--- src/rtl/egress_rr_arbiter.sv ---
// egress_rr_arbiter: drains the four PCIE output FIFOs (data_out4..data_out7)
// round-robin onto one registered egress stream, honouring destination
// back-pressure, with saturating per-channel forwarded-word counters that are
// read through the req/idx port pair.
// Optional build macro: EGRESS_STRICT_PRIO_EN (channel 0 strict priority,
// channels 1..3 round-robin among themselves).
module egress_rr_arbiter #(
  parameter int TAMANO_DATOS = 12,
  parameter int CNT_W        = 5
) (
  input  logic                    clk,
  input  logic                    reset,
  input  logic [3:0]              empty_in,
  input  logic [TAMANO_DATOS-1:0] data_in0,
  input  logic [TAMANO_DATOS-1:0] data_in1,
  input  logic [TAMANO_DATOS-1:0] data_in2,
  input  logic [TAMANO_DATOS-1:0] data_in3,
  input  logic                    almost_full_dest,
  input  logic                    req,
  input  logic [2:0]              idx,
  output logic [3:0]              pop_out,
  output logic [TAMANO_DATOS-1:0] data_out,
  output logic                    valid_out,
  output logic [1:0]              grant_ch,
  output logic [CNT_W-1:0]        count_out,
  output logic                    count_valid
);

  typedef enum logic [1:0] {
    S_RESET  = 2'd0,
    S_INIT   = 2'd1,
    S_IDLE   = 2'd2,
    S_ACTIVE = 2'd3
  } state_e;

  state_e                  state_q, state_d;
  logic [1:0]              ptr_q, ptr_d;
  logic [3:0]              elig;
  logic                    gnt_any;
  logic [1:0]              gnt_ch;
  logic [1:0]              cand;

  // in-flight tracking: stage 1 = popped, FIFO data arriving this cycle
  logic                    s1_vld_q;
  logic [1:0]              s1_ch_q;
  logic [TAMANO_DATOS-1:0] sel_data;

  logic [TAMANO_DATOS-1:0] data_q;
  logic                    valid_q;
  logic [1:0]              grant_q;

  logic [CNT_W-1:0]        cnt_q [4];
  logic [CNT_W-1:0]        cnt_d [4];
  logic [CNT_W-1:0]        cnt_rd_q;
  logic                    cnt_vld_q;

  // Grant selection: first eligible channel after the pointer.
  always_comb begin
    elig    = '0;
    gnt_any = 1'b0;
    gnt_ch  = '0;
    cand    = '0;
    ptr_d   = ptr_q;
    if (!almost_full_dest && (state_q == S_IDLE || state_q == S_ACTIVE)) begin
      elig = ~empty_in;
    end
`ifdef EGRESS_STRICT_PRIO_EN
    if (elig[0]) begin
      gnt_any = 1'b1;
      gnt_ch  = 2'd0;
    end else begin
      // channel 0 is excluded from the rotation; ptr only tracks 1..3
      for (int unsigned i = 1; i <= 4; i++) begin
        cand = ptr_q + 2'(i);
        if (!gnt_any && cand != 2'd0 && elig[cand]) begin
          gnt_any = 1'b1;
          gnt_ch  = cand;
        end
      end
      if (gnt_any) begin
        ptr_d = gnt_ch;
      end
    end
`else
    for (int unsigned i = 1; i <= 4; i++) begin
      cand = ptr_q + 2'(i);
      if (!gnt_any && elig[cand]) begin
        gnt_any = 1'b1;
        gnt_ch  = cand;
      end
    end
    if (gnt_any) begin
      ptr_d = gnt_ch;
    end
`endif
  end

  assign pop_out = gnt_any ? (4'b0001 << gnt_ch) : 4'b0000;

  // Control FSM next state.
  always_comb begin
    state_d = state_q;
    case (state_q)
      S_RESET:  state_d = S_INIT;
      S_INIT:   state_d = S_IDLE;
      S_IDLE:   if (gnt_any) state_d = S_ACTIVE;
      S_ACTIVE: if (!gnt_any && !s1_vld_q) state_d = S_IDLE;
      default:  state_d = S_RESET;
    endcase
  end

  // FSM state and round-robin pointer registers.
  always_ff @(posedge clk or negedge reset) begin
    if (!reset) begin
      state_q <= S_RESET;
      ptr_q   <= 2'd3;
    end else begin
      state_q <= state_d;
      ptr_q   <= ptr_d;
    end
  end

  // FIFO read-data mux for the word popped last cycle.
  always_comb begin
    case (s1_ch_q)
      2'd0:    sel_data = data_in0;
      2'd1:    sel_data = data_in1;
      2'd2:    sel_data = data_in2;
      default: sel_data = data_in3;
    endcase
  end

  // Two-stage pop-to-egress pipeline; output word holds when no valid.
  always_ff @(posedge clk or negedge reset) begin
    if (!reset) begin
      s1_vld_q <= 1'b0;
      s1_ch_q  <= '0;
      valid_q  <= 1'b0;
      data_q   <= '0;
      grant_q  <= '0;
    end else begin
      s1_vld_q <= gnt_any;
      s1_ch_q  <= gnt_ch;
      valid_q  <= s1_vld_q;
      if (s1_vld_q) begin
        data_q  <= sel_data;
        grant_q <= s1_ch_q;
      end
    end
  end

  assign data_out  = data_q;
  assign valid_out = valid_q;
  assign grant_ch  = grant_q;

  // Saturating increment of the counter for the word on the output.
  always_comb begin
    for (int unsigned i = 0; i < 4; i++) begin
      cnt_d[i] = cnt_q[i];
    end
    if (valid_q && cnt_q[grant_q] != '1) begin
      cnt_d[grant_q] = cnt_q[grant_q] + 1'b1;
    end
  end

  // Counter storage and registered read port (reads see pre-increment value).
  always_ff @(posedge clk or negedge reset) begin
    if (!reset) begin
      for (int unsigned i = 0; i < 4; i++) begin
        cnt_q[i] <= '0;
      end
      cnt_rd_q  <= '0;
      cnt_vld_q <= 1'b0;
    end else begin
      for (int unsigned i = 0; i < 4; i++) begin
        cnt_q[i] <= cnt_d[i];
      end
      cnt_vld_q <= req;
      cnt_rd_q  <= (req && !idx[2]) ? cnt_q[idx[1:0]] : '0;
    end
  end

  assign count_out   = cnt_rd_q;
  assign count_valid = cnt_vld_q;

endmodule
--- config.mk ---
export PLATFORM = sky130hd
export DESIGN_NAME = egress_rr_arbiter
export DESIGN_NICKNAME = d
export VERILOG_FILES = /design/src/rtl/egress_rr_arbiter.sv
export SDC_FILE = /design/constraint.sdc
export NUM_CORES = 1
export LEC_CHECK = 0
export CAP_MARGIN = 20
export CORE_ASPECT_RATIO = 0.9
export CORE_MARGIN = 2
export CORE_UTILIZATION = 40
export CTS_CLUSTER_SIZE = 28
export DETAILED_ROUTE_END_ITERATION = 10
export PLACE_DENSITY = 0.72
export SYNTH_ARGS = -nofsm -noshare
export SYNTH_HDL_FRONTEND = slang
export SYNTH_SLANG_ARGS = --single-unit
--- constraint.sdc ---
create_clock -name clk -period 3.4 [get_ports clk]
set_clock_uncertainty 0.2 [all_clocks]
set_input_delay 0.34 -clock clk [delete_from_list [all_inputs] [get_ports clk]]
set_output_delay 0.34 -clock clk [all_outputs]
set_load 0.02 [all_outputs]
==> results.yml, run 1 <==
die:
  rows: 27
  io_pins: 84
  fp.dieW_um: 86.6
  die_h_um: 78.3
  start_util: 0.408
  die_area_um2: 6780
  core_um2: 6010
timing:
  whs_ns: 0.212
  rsz0062_at_grt: "no"
  period_share: 0.887
  finalCriticalPeriod_ns: 3.02
  hold_viol_final: 0
  maxSlewHeadroom: 0.467
  setup_tns_ns: 0
  setup_ws_ns: 0.384
  fmax_mhz: 332
  worst_pin_slew_ns: 0.800
  setup_viol: 0
  finalMaxSlewViolations: 0
route:
  vias_per_cell: 5.26
  routed.top_layer: "met4"
  dr_wl_met2_um: 2280
  drt_iter0_markers: 78
  met1_length_um: 2410
  drcViolationCount: 0
  post_drt_wl_per_cell_um: 15.3
  wirelength_um: 5080
  vias: 1747
  antenna_left: 0
  dr_wl_met3_um: 340
  first_pass_iters: 4
clock_tree:
  tritoncts: "yes"
  cts_buffer_depth: 2
  cts.sink_count: 48
  cts-resized-gates: 0
  clk_pin_slew_ns: 0.08
  cts_root_buf: "clkbuf_8"
  cts_made_buffers: 5
  clock_latency_ns: 0.29
  h-tree-depth: 2
worst_setup_path:
  worstPathRequired_ns: 2.86
  r2r-start: "grant_ch[1]"
  cp-startpoint: "ptr_q[1]"
  end_kind: "primary output"
  timing.rr.end: "cnt_q[6]"
  worstPathArrival_ns: 2.48
  startpoint_type: "flip-flop"
  crit_type: "reg2out"
  crit_path_max_fanout: 6
  r2r_cells: 6
  critPathCapture: "pop_out[1]"
  rrSetupSlack_ns: 0.43
grt:
  grt_pass1_wl_um: 8600
  track_usage: 0.162
  grt_overflow_total: 0
  grt_pass1_vias: 1744
  antenna_found_initial: 0
  grt_max_degree: 49
run:
  maxCapViolCount: 0
cells_and_area:
  design_area_um2: 3460
  nets: 321
  mostFrequentLayoutCell: "clkdlybuf4s50_1"
  finalNonFillerCells: 332
  drive_above_1_share: 0.250
  final_cell_mix: "clkdlybuf4s50_1 (82), dfrtp_1 (46), mux2_2 (22)"
  area_growth_pct: 41.0
  n_antenna_cell: 0
placed_design:
  dpl.hpwl_um: 3870
  pre_cts_ws_ns: 0.436
  placed_area_um2: 3350
  io_buffers: 83
  placedCellCount: 323
  gp_congestion: 0.758
power_and_ir_drop:
  ir_drop_mv: 0.228
  power_density_nw_per_um2: 618
  power.leakage_nw: 1.39
status:
  status: "complete, no violations"
yosys:
  netlist_area_um2: 2450
  syn-num-nets: 234
  ys_ff_latch: 48
  synthesis.instances: 173
  synth-seq-area-share: 0.490
  yosysWarningCount: 0
  synth.distinct_cells: 37
  avgSynthCellArea_um2: 14.2
min_path:
  hold_path.class: "in2async"
## stage by stage
stage	power (mW)	util
6_report	2.14	0.576
5_1_grt	2.29	0.576
4_1_cts	2.16	0.571
3_5_place_dp	1.85	0.558
2_1_floorplan	1.50	-
3_3_place_gp	1.83	0.558
## critical path: stages (launching register included)
cell,delay (ns)
dfstp_2,0.58
inv_2,0.05
maj3_2,0.30
a221oi_2,0.40
nor3b_2,0.23
clkdlybuf4s50_1,0.62
## worst min-delay path by stage
stage / from / to / slack, ns / cells after the start
floorplan: reset / cnt_q[0] / -0.16 / 0
global placement: state_q[0] / state_q[1] / 0.25 / 1
detailed placement: state_q[0] / state_q[1] / 0.26 / 1
CTS: reset / cnt_q[19] / 0.05 / 1
global route: reset / cnt_q[3] / 0.22 / 2
finish: reset / count_out[3] / 0.21 / 2
## final cells by class
class                   count  area [µm²]
clock buffers               6        72.6
flip-flops and latches     48        1200
inverters                   4        15.0
fillers                   522        2550
multi-input cells         112        1190
well taps                  72        90.1
repair buffers             89         886
clock inverters             1        5.00
## report_power, final
group / total (mW) / internal, mW / switching, mW
combinational: 0.909 / 0.529 / 0.380
clock: 0.306 / 0.140 / 0.166
sequential: 0.922 / 0.761 / 0.161
total: 2.14 / 1.43 / 0.708
## cells in the mapped netlist (all sizes together)
cell / count / area share
a21o: 2 / 0.0061
a21oi: 11 / 0.022
a221oi: 1 / 0.0061
and2: 2 / 0.0051
and3: 2 / 0.0051
buf: 7 / 0.016
clkbuf: 2 / 0.0031
dfrtp: 46 / 0.47
dfstp: 2 / 0.021
ha: 2 / 0.010
inv: 4 / 0.0061
maj3: 1 / 0.0046
mux2: 22 / 0.10
mux2i: 1 / 0.0041
mux4: 22 / 0.20
nand2: 9 / 0.014
nand2b: 1 / 0.0026
nand3: 1 / 0.0041
nand4: 1 / 0.0026
nand4b: 1 / 0.0036
nor2: 10 / 0.015
nor2b: 7 / 0.018
nor3: 1 / 0.0020
nor3b: 1 / 0.0051
nor4b: 1 / 0.0097
nor4bb: 2 / 0.0082
o2111ai: 1 / 0.0036
o21ai: 6 / 0.012
or2: 1 / 0.0026
or2b: 1 / 0.0031
xnor2: 1 / 0.0036
xor2: 1 / 0.0066
## logic make-up after synthesis
kind of cell | synth area share
and+or+nand+nor | 0.100
DFF | 0.490
buffers and inverters | 0.0255
xor gates and xnor gates | 0.0102
AOI/OAI and AO/OA | 0.0505
muxes | 0.308
adders and majority gates | 0.0148
## routing by layer
metal / vias up / GRT usage
met4: 0 / 0.0422
met1: 869 / 0.235
met2: 53 / 0.245
li1: 820 / -
met3: 5 / 0.0400
met5: - / 0
## registers in the layout, indices dropped and copies added (netlist names)
register	count
grant_ch	2
s1_vld_q	1
state_q	2
count_valid	1
valid_out	1
data_out	12
cnt_q	20
count_out	5
s1_ch_q	2
ptr_q	2
## what timing repair did
item                                   CTS  global route
endpoints found under the hold margin    0            46
hold buffers                             0             1
buffers inserted                         0             0
Note: power is estimated with default switching activity, not from simulation.
==> run 2, diff against run 1 <==
Settings changed: CAP_MARGIN 20 to 5.
==> run 2 against run 1 <==
Via count is 0.97% lower. Total power is 0.20% lower. Largest power group unchanged. Global-route usage stayed put. Critical path depth stayed put.
==> results.yml, run 2 (synthesis gave the netlist of run 1 again) <==
cells_and_area:
  finalNonFillerCells: 330
  nets: 319
  top_register: "cnt_q"
  nFillCells: 526
  multi_input_area_um2: 1190
  largest_register_ffs: 20
  final_cell_mix: "clkdlybuf4s50_1 (82), dfrtp_1 (46), mux2_2 (22)"
  area_growth_pct: 39.8
  regArea_um2: 1200
  mostFrequentLayoutCell: "clkdlybuf4s50_1"
  drive_above_1_share: 0.248
  n_antenna_cell: 0
grt:
  grt_overflow_total: 0
  grt_pass1_vias: 1744
  track_usage: 0.162
  grt_max_degree: 49
  grt_pass1_wl_um: 8600
  antenna_found_initial: 0
power_and_ir_drop:
  seqPwrFrac: 0.432
  power.leakage_nw: 1.38
  p_clk_frac: 0.144
  p_sw_mw: 0.707
  ir_drop_mv: 0.228
  power_density_nw_per_um2: 622
  p_comb_frac: 0.424
  internal-power_mw: 1.43
  switching_share: 0.331
clock_tree:
  cts_root_buf: "clkbuf_8"
  cts_setup_buffers: 0
  cts_buffer_depth: 2
  cts-resized-gates: 0
  clk_pin_slew_ns: 0.08
  cts.sink_count: 48
  tritoncts: "yes"
  clock_latency_ns: 0.29
  h-tree-depth: 2
  hold_buffers: 0
  cts_made_buffers: 5
die:
  rows: 27
  core_um2: 6010
  fp.dieW_um: 86.6
  die_area_um2: 6780
  io_pins: 84
  die_h_um: 78.3
  start_util: 0.408
timing:
  setup_viol: 0
  worst_pin_slew_ns: 1.02
  setup_tns_ns: 0
  hold_viol_final: 0
  fmax_mhz: 332
  maxSlewHeadroom: 0.321
  rsz0062_at_grt: "no"
  setup_ws_ns: 0.384
  whs_ns: 0.0192
  period_share: 0.887
  finalCriticalPeriod_ns: 3.02
  finalMaxSlewViolations: 0
route:
  antenna_left: 0
  wirelength_um: 5070
  vias: 1730
  drt_iter0_markers: 94
  post_drt_wl_per_cell_um: 15.4
  vias_per_cell: 5.24
  first_pass_iters: 4
  drcViolationCount: 0
placed_design:
  io_buffers: 83
  placedCellCount: 323
  dpl.hpwl_um: 3870
  pre_cts_ws_ns: 0.436
  gp_congestion: 0.758
worst_setup_path:
  crit_type: "reg2out"
  crit_path_max_fanout: 6
  rrSetupSlack_ns: 0.43
  worstPathArrival_ns: 2.48
  end_kind: "primary output"
  startpoint_type: "flip-flop"
  worstPathRequired_ns: 2.86
min_path:
  hold_path.class: "in2async"
run:
  maxCapViolCount: 0
status:
  status: "complete, no violations"
## run 2: cell count changes in the layout (fill, tap and decap cells not counted)
| cell | change |
|---|---|
| dlygate4sd3_1 | -1 |
| buf_12 | -1 |
## run 2: critical path, stage by stage, from the launching register on
cell	delay (ns)
dfstp_2	0.58
inv_2	0.05
maj3_2	0.30
a221oi_2	0.40
nor3b_2	0.23
clkdlybuf4s50_1	0.62
## run 2: cell type report
type                       instances  area share
sequential                        48       0.351
multi-input combinational        112       0.346
inverter                           4     0.00438
timing repair buffer              87       0.249
tap                               72      0.0263
clock inverter                     1     0.00146
clock buffer                       6      0.0212
## run 2: power by group through the flow
stage                     combinational [mW]  sequential (mW)  clock, mW
final                                  0.904            0.922      0.307
after global placement                 0.898            0.933          0
after CTS                              0.912            0.924      0.320
after detailed placement               0.910            0.936          0
after global routing                   0.988            0.956      0.341
after floorplan                        0.570            0.933          0
## run 2: path summary, 6_finish.rpt
check	end	cells past startpoint	start
min in group clk	state_q[1]	1	state_q[0]
max in group asynchronous	cnt_q[4]	1	reset
min reg2reg	state_q[1]	1	state_q[0]
max	pop_out[1]	5	ptr_q[1]
max reg2reg	cnt_q[6]	6	grant_ch[1]
min	count_out[3]	1	reset
## run 2: routing by layer
metal,share of wire,track usage
met4,0.0091,0.0422
met1,0.48,0.235
met3,0.072,0.0400
met5,0,0
met2,0.44,0.245
## run 2: through the flow
stage	power (mW)	cell area, µm²	util
global placement	1.83	3350	0.558
finish	2.13	3430	0.571
floorplan	1.50	2450	-
detailed placement	1.85	3350	0.558
CTS	2.16	3430	0.571
global route	2.29	3430	0.571
